`config.mk`:
```
export PLATFORM = sky130hd
export DESIGN_NAME = slon5_dout_sink
export DESIGN_NICKNAME = d
export VERILOG_FILES = /design/src/rtl/slon5_dout_sink.sv
export SDC_FILE = /design/constraint.sdc
export NUM_CORES = 2
export LEC_CHECK = 0
export CORE_UTILIZATION = 31
export DETAILED_ROUTE_END_ITERATION = 7
export GPL_ROUTABILITY_DRIVEN = 0
export PLACE_DENSITY = 0.58
export SETUP_SLACK_MARGIN = 0.5
export SYNTH_ARGS = -nofsm -noshare
export SYNTH_HDL_FRONTEND = slang
export SYNTH_SLANG_ARGS = --single-unit
export TNS_END_PERCENT = 30
```
`constraint.sdc`:
```
create_clock -name clk -period 37.1 [get_ports clk]
set_input_delay 11.13 -clock clk [delete_from_list [all_inputs] [get_ports clk]]
set_output_delay 11.13 -clock clk [all_outputs]
set_load 0.01 [all_outputs]
```
`src/rtl/slon5_dout_sink.sv`:
```
// Receive end of the slon5 datapath: checks dnum sequencing, buffers results in a
// small FIFO and serializes each one as a header word plus MSW-first payload words.
module slon5_dout_sink #(
  parameter int DNUM_W     = 32,
  parameter int DOUT_W     = 256,
  parameter int SER_W      = 32,
  parameter int FIFO_DEPTH = 8,
  parameter int CNT_W      = 16
) (
  input  logic              clk,
  input  logic              rst_n,
  input  logic              clear,
  input  logic              in_valid,
  input  logic [DNUM_W-1:0] in_dnum,
  input  logic [DOUT_W-1:0] in_dout,
  output logic              so_valid,
  input  logic              so_ready,
  output logic [SER_W-1:0]  so_data,
  output logic              so_last,
  output logic [31:0]       rx_cnt,
  output logic [CNT_W-1:0]  seq_err_cnt,
  output logic [CNT_W-1:0]  drop_cnt,
  output logic              seq_err,
  output logic              ovf
);

  localparam int WORDS = DOUT_W / SER_W;
  localparam int IDX_W = (WORDS > 1) ? $clog2(WORDS) : 1;
  localparam int PTR_W = $clog2(FIFO_DEPTH);
  localparam int ENT_W = DNUM_W + DOUT_W;
  localparam int MAXW  = (DNUM_W > SER_W) ? DNUM_W : SER_W;
  localparam logic [IDX_W-1:0] LAST_IDX = IDX_W'(WORDS - 1);

  typedef enum logic [1:0] {
    ST_IDLE = 2'd0,
    ST_HDR  = 2'd1,
    ST_DATA = 2'd2
  } state_t;

  state_t              state_r, state_nxt_s;
  logic [ENT_W-1:0]    mem_r [FIFO_DEPTH];
  logic [PTR_W-1:0]    wr_ptr_r, rd_ptr_r;
  logic [PTR_W:0]      count_r;
  logic                full_s, empty_s, push_s, drop_s, pop_s;
  logic [DNUM_W-1:0]   sh_dnum_r;
  logic [DOUT_W-1:0]   sh_dout_r;
  logic [IDX_W-1:0]    idx_r;
  logic                armed_r;
  logic [DNUM_W-1:0]   exp_r;
  logic                mismatch_s;
  logic [MAXW-1:0]     hdr_ext_s;
  logic [DOUT_W-1:0]   shifted_s;

  // Full is taken from the registered count, so a same-cycle pop never rescues a write.
  assign full_s     = (count_r == (PTR_W+1)'(FIFO_DEPTH));
  assign empty_s    = (count_r == (PTR_W+1)'(0));
  assign push_s     = in_valid && !full_s && !clear;
  assign drop_s     = in_valid && full_s && !clear;
  assign mismatch_s = in_valid && !clear && armed_r && (in_dnum != exp_r);

  // FIFO storage; contents are don't-care until the pointers say otherwise.
  always_ff @(posedge clk) begin
    if (push_s) begin
      mem_r[wr_ptr_r] <= {in_dnum, in_dout};
    end
  end

  // FIFO pointers and occupancy.
  always_ff @(posedge clk or negedge rst_n) begin
    if (!rst_n) begin
      wr_ptr_r <= '0;
      rd_ptr_r <= '0;
      count_r  <= '0;
    end else if (clear) begin
      wr_ptr_r <= '0;
      rd_ptr_r <= '0;
      count_r  <= '0;
    end else begin
      if (push_s) wr_ptr_r <= wr_ptr_r + PTR_W'(1);
      if (pop_s)  rd_ptr_r <= rd_ptr_r + PTR_W'(1);
      case ({push_s, pop_s})
        2'b10:   count_r <= count_r + (PTR_W+1)'(1);
        2'b01:   count_r <= count_r - (PTR_W+1)'(1);
        default: count_r <= count_r;
      endcase
    end
  end

  // Serializer next-state and FIFO pop decision.
  always_comb begin
    state_nxt_s = state_r;
    pop_s       = 1'b0;
    case (state_r)
      ST_IDLE: begin
        if (!empty_s) begin
          pop_s       = 1'b1;
          state_nxt_s = ST_HDR;
        end else begin
          state_nxt_s = ST_IDLE;
        end
      end
      ST_HDR: begin
        if (so_ready) state_nxt_s = ST_DATA;
        else          state_nxt_s = ST_HDR;
      end
      ST_DATA: begin
        if (so_ready && (idx_r == LAST_IDX)) state_nxt_s = ST_IDLE;
        else                                  state_nxt_s = ST_DATA;
      end
      default: state_nxt_s = ST_IDLE;
    endcase
    if (clear) begin
      state_nxt_s = ST_IDLE;
      pop_s       = 1'b0;
    end else begin
      pop_s = pop_s;
    end
  end

  // Serializer state, word index and shadow copy of the frame in flight.
  always_ff @(posedge clk or negedge rst_n) begin
    if (!rst_n) begin
      state_r   <= ST_IDLE;
      idx_r     <= '0;
      sh_dnum_r <= '0;
      sh_dout_r <= '0;
    end else if (clear) begin
      state_r   <= ST_IDLE;
      idx_r     <= '0;
      sh_dnum_r <= '0;
      sh_dout_r <= '0;
    end else begin
      state_r <= state_nxt_s;
      if (pop_s) {sh_dnum_r, sh_dout_r} <= mem_r[rd_ptr_r];
      if (state_r == ST_HDR && so_ready)       idx_r <= '0;
      else if (state_r == ST_DATA && so_ready) idx_r <= idx_r + IDX_W'(1);
    end
  end

  // Sequence tracker and status counters.
  always_ff @(posedge clk or negedge rst_n) begin
    if (!rst_n) begin
      armed_r     <= 1'b0;
      exp_r       <= '0;
      rx_cnt      <= 32'd0;
      seq_err_cnt <= '0;
      drop_cnt    <= '0;
      seq_err     <= 1'b0;
      ovf         <= 1'b0;
    end else if (clear) begin
      armed_r     <= 1'b0;
      exp_r       <= '0;
      rx_cnt      <= 32'd0;
      seq_err_cnt <= '0;
      drop_cnt    <= '0;
      seq_err     <= 1'b0;
      ovf         <= 1'b0;
    end else begin
      if (in_valid) begin
        armed_r <= 1'b1;
        exp_r   <= in_dnum + DNUM_W'(1);
      end
      if (mismatch_s) begin
        seq_err <= 1'b1;
        if (seq_err_cnt != {CNT_W{1'b1}}) seq_err_cnt <= seq_err_cnt + CNT_W'(1);
      end
      if (push_s) rx_cnt <= rx_cnt + 32'd1;
      if (drop_s) begin
        ovf <= 1'b1;
        if (drop_cnt != {CNT_W{1'b1}}) drop_cnt <= drop_cnt + CNT_W'(1);
      end
    end
  end

  assign hdr_ext_s = MAXW'(sh_dnum_r);
  assign shifted_s = sh_dout_r << (idx_r * SER_W);

  // Output word select; everything is decoded from registered state.
  always_comb begin
    so_valid = (state_r != ST_IDLE);
    so_last  = (state_r == ST_DATA) && (idx_r == LAST_IDX);
    case (state_r)
      ST_HDR:  so_data = hdr_ext_s[SER_W-1:0];
      ST_DATA: so_data = shifted_s[DOUT_W-1 -: SER_W];
      default: so_data = '0;
    endcase
  end

endmodule

```
Word level (Yosys, flattened, before mapping)
Memory sizes are Yosys's and may differ from the RTL's.
Index checks and enable logic that the tools add are counted.
{"block": "totals", "ff_bits": 402, "latch_bits": 0, "ram_bits": 2304, "mem_bits_ro": 0, "output_inout_bits": 100, "elab_cells": 101, "n_memories": 1}
{"block": "classes", "add_sub_neg": 9, "mul": 0, "n_div": 0, "n_lt_le_gt_ge": 0, "n_eq_ne": 9, "shift": 1, "n_mux": 40, "bitwise_logic": 0, "n_reduce_logical": 27}
{"name": "mem_r", "depth": 8, "width": 288, "read_ports": 1, "rd_ports_with_merged_regs": 0, "write_ports": 1, "line": "41", "source": "logic [ENT_W-1:0] mem_r [FIFO_DEPTH];"}
{"cell": "$mux W256", "count": 2}
{"cell": "$shl A256 B8 Y256", "count": 1}
{"cell": "$mux W32", "count": 6}
{"cell": "$mux W16", "count": 6}
{"cell": "$add A32 B1 Y32 const B", "count": 2}
{"cell": "$pmux W32 S2", "count": 1}
{"cell": "$add A16 B1 Y16 const B", "count": 2}
{"cell": "$ne A16 B16 Y1 const B", "count": 2}
{"cell": "$ne A32 B32 Y1", "count": 1}
{"cell": "$mux W3", "count": 7}
{"cell": "$reduce_bool A2 Y1", "count": 8}
{"cell": "$mux W1", "count": 12}
{"cell": "$logic_and A1 B1 Y1", "count": 11}
{"cell": "$add A3 B1 Y3 const B", "count": 3}
{"cell": "$pmux W4 S2", "count": 1}
{"cell": "$mux W2", "count": 3}
{"cell": "$pmux W2 S3", "count": 1}
{"cell": "$reduce_bool A3 Y1", "count": 2}
{"cell": "$add A4 B1 Y4 const B", "count": 1}
{"cell": "$eq A2 B1 Y1 const B", "count": 2}
{"cell": "$eq A2 B2 Y1 const B", "count": 2}
{"cell": "$eq A4 B4 Y1 const B", "count": 1}
{"cell": "$logic_not A4 Y1", "count": 1}
{"cell": "$mux W4", "count": 1}
{"cell": "other kinds (5)", "count": 7}

Logic depth before layout (Yosys ltp)
{"block": "depth", "depth_word": 7, "ltp_mapped": 11, "ltp_nobuf": 10}

Worst setup path before layout
OpenSTA, ideal clock, no wires.
{"block": "synth_path", "path_kind": "input port to flip-flop", "from": "in in_valid", "to": "mem mem_r[5][0] (netlist name) (enable)", "setup_ns": 1.740, "t_arrival_ns": 41.226, "slack_ns": -5.867, "cell_stages": 5, "n_path_buf": 1, "cell_sequence": "buf_2 > inv_1 > nor2_1 > nand2_1 > nor4b_1"}
{"block": "synth_between", "elab_chain_len": 4}
{"element": "start, declared", "line": "13", "source": "input logic in_valid,"}
{"element": "$logic_and A1 B1 Y1 (2 in a row)", "line": "57", "source": "assign push_s = in_valid && !full_s && !clear;"}
{"element": "$mux W1", "line": "63", "source": "if (push_s) begin"}
{"element": "$mux W1 (not written as such)", "line": "64", "source": "mem_r[wr_ptr_r] <= {in_dnum, in_dout};"}
{"element": "end, declared", "line": "41"}
No other way between the ends.

Worst setup path in the final report
{"block": "layout_path", "from": "in in_valid", "to": "mem mem_r[6][86] (netlist name) (enable)"}
The elaborated chain is that of the path after synthesis.

==> flow_summary.toml <==
[sta]
skew_ns = 0.0570
tightest_slew_ns = 1.13
finalHoldViolCount = 0
setup_viol = 0
period_share_pct = 42.7
drv_slew = 0
fmax_mhz = 63.1
rsz0062_at_grt = "no"
relSlewSlack_pct = 22.4
min_period_ns = 15.86

[drt]
wl_per_cell_um = 27.6
route.met2.wl_um = 131000
wl_met3_um = 24700
antenna_left = 0
drc = 0
routed_wl_um = 287000
vias = 52600
top_layer_used = "met5"
drt-met1-wl_um = 121000
viasPerCell = 5.06
drt_iter0_markers = 5024
firstDrtPassIters = 5

[place]
hpwlAfterDp_um = 186000
numPlacedInstances = 9879
portBuffers = 392

[global_route]
antenna_found_initial = 149
grt_pass1_wl_um = 406000
globalRoute.totalOverflow = 0
grt_pass1_vias = 53100
track_usage_pct = 16.5
grt_max_degree = 150

[outcome]
status = "finished clean"

[critical_path]
crit_fanout = 67
crit_path_end_kind = "flop"
rr_worst_depth = 8
crit_required_ns = 37.58
slowest_stage = "buf_4"
crit_chain = "buf_2, buf_4, inv_1, nor2_1, nand2_1, nor2_4, buf_4, buf_4, buf_4, buf_4"
cp_common_cell = "buf_4"
r2r_start = "count_r[1]"
cp-startpoint = "in_valid"
critPathKind = "in2reg"
critical_path.startpoint_type = "input port"
r2r_setup_slack_ns = 31.74
crit_arrival_ns = 16.34
max_stage_delay_ns = 0.76
r2r-end = "mem_r[6][86]"

[yosys]
synth_cell_type_count = 58
synth_cells = 5194
synth_most_common_cell = "edfxtp_1"
yosysTopAreaCell = "edfxtp_1"
synth_nets = 5501
syn_area_um2 = 106000
async_reset_ff_share_pct = 14.9
synth-edff-count = 2304
netlist_top_cells_count = "edfxtp_1 (2,304), mux4_2 (640), dfrtp_1 (402)"
syn_area_per_cell_um2 = 20.3
yosysWarningCount = 0
yosysTopAreaCellShare_pct = 65.5
yosys-top-cells-area = "edfxtp_1 (66%), mux4_2 (14%), dfrtp_1 (9.5%)"
ys_seq_area_share_pct = 75.1
synth_flop_cell = "edfxtp_1"
synth-seq-cells = 2706

[clock_tree]
cts_made_buffers = 289
cts.hold.buffers_added = 0
clock-sinks = 2706
insertion_delay_ns = 0.90
post_cts_buffers = 0
htree_levels = 5
cts_tree = "done"
cts_resized = 0
root_buffer = "clkbuf_16"
clk_pin_slew_worst_paths_ns = 0.06
clock_path_buffers = 4

[power]
power_uw = 8130
powerDensity_nw_per_um2 = 65.6
leakagePower_uw = 0.0387
ir_drop_mv = 0.0509

[floorplan]
io_pins = 393
die_w_um = 586
fp-row-count = 213
core-area_um2 = 338000
initial_core_util_pct = 31.3
die_y_um = 586
die-area_um2 = 343000

[worst_hold_path]
whs_path_depth = 2
min_path_type = "reg2reg"
min_to = "armed_r"
hp-start = "armed_r"

[finish]
fillers = 30900
stdcell_count = 10400
syn_to_final_growth_pct = 17.5
regArea_um2 = 79300
nets = 5962
layout-drive-gt1-share_pct = 20.6
multi_input_area_um2 = 25000

[flow_run]
cap_violations = 0
==> cell families after synthesis <==
logic type | count (synthesis) | synth area share [%]
mux | 975 | 16.9
flops | 2706 | 75.1
compound gates | 409 | 2.87
fa+ha+maj | 14 | 0.166
simple gates | 652 | 2.84
buf+inv | 336 | 1.31
xor+xnor | 102 | 0.846
==> layer usage <==
layer / vias up / global-route usage [%]
li1: 22200 / -
met1: 28000 / 22.6
met2: 1676 / 25.5
met3: 567 / 4.98
met4: 132 / 4.75
met5: - / 0
==> final cells by class <==
cell class	count	share of cell area (%)
inverter	16	0.0484
sequential	2706	63.9
antenna	21	0.0424
multi-input combinational	2152	20.2
timing repair buffer	490	3.85
clock inverter	150	1.27
tap	4515	4.56
clock buffer	357	6.16
==> how the worst max path moves through the flow <==
stage	to	slack (ns)
floorplan	mem_r[1][0]	-3.42
global placement	mem_r[6][123]	20.28
detailed placement	mem_r[6][125]	20.24
CTS	mem_r[6][86]	21.16
global route	mem_r[6][86]	20.92
finish	mem_r[6][86]	21.24
==> power by group <==
| group | switching, µW | internal (µW) |
|---|---|---|
| clock network | 1200 | 1630 |
| logic | 1010 | 673 |
| registers | 141 | 3480 |
==> layout by cell type (no fill, tap or decap), drive strengths merged, types with 21 or more instances in the layout <==
| cell | instances |
|---|---|
| nand3 | 35 |
| bufinv | 23 |
| inv | 29 |
| xor2 | 40 |
| clkbuf | 357 |
| a22oi | 33 |
| nor2 | 399 |
| a21oi | 27 |
| nand4 | 34 |
| clkdlybuf4s50 | 389 |
| dfrtp | 402 |
| nand2 | 48 |
| diode | 21 |
| xnor2 | 62 |
| mux2 | 43 |
| mux4 | 640 |
| clkinv | 109 |
| nor3 | 24 |
| mux2i | 292 |
| edfxtp | 2304 |
| a211oi | 313 |
| buf | 101 |
| nor2b | 43 |
==> through the flow <==
step | utilization (%) | setup slack, ns | setup TNS, ns | hold slack (ns) | area (µm²)
after floorplan | - | -3.42 | -1943.45 | 0.460 | 106000
after global placement | 34.0 | 20.28 | 0 | 0.476 | 115000
after detailed placement | 34.0 | 20.24 | 0 | 0.482 | 115000
after CTS | 36.7 | 21.16 | 0 | 0.496 | 124000
after global routing | 36.7 | 20.92 | 0 | 0.525 | 124000
final | 36.7 | 21.24 | 0 | 0.496 | 124000
==> worst max-delay path, delay by kind of cell <==
kind	cells	cell delay (ns)
and+or+nand+nor	3	1.17
buffers and inverters	7	3.70
==> state kept, by name, summed over array words and instances (netlist names) <==
| signal | cells |
|---|---|
| sh_dout_r | 256 |
| exp_r | 32 |
| count_r | 4 |
| seq_err_cnt | 16 |
| rx_cnt | 32 |
| drop_cnt | 16 |
| rd_ptr_r | 3 |
| state_r | 2 |
| armed_r | 1 |
| seq_err | 1 |
| hdr_ext_s | 32 |
| ovf | 1 |
| idx_r | 3 |
| wr_ptr_r | 3 |
| mem_r | 2304 |
No activity file was read; power rests on OpenSTA's default activity.
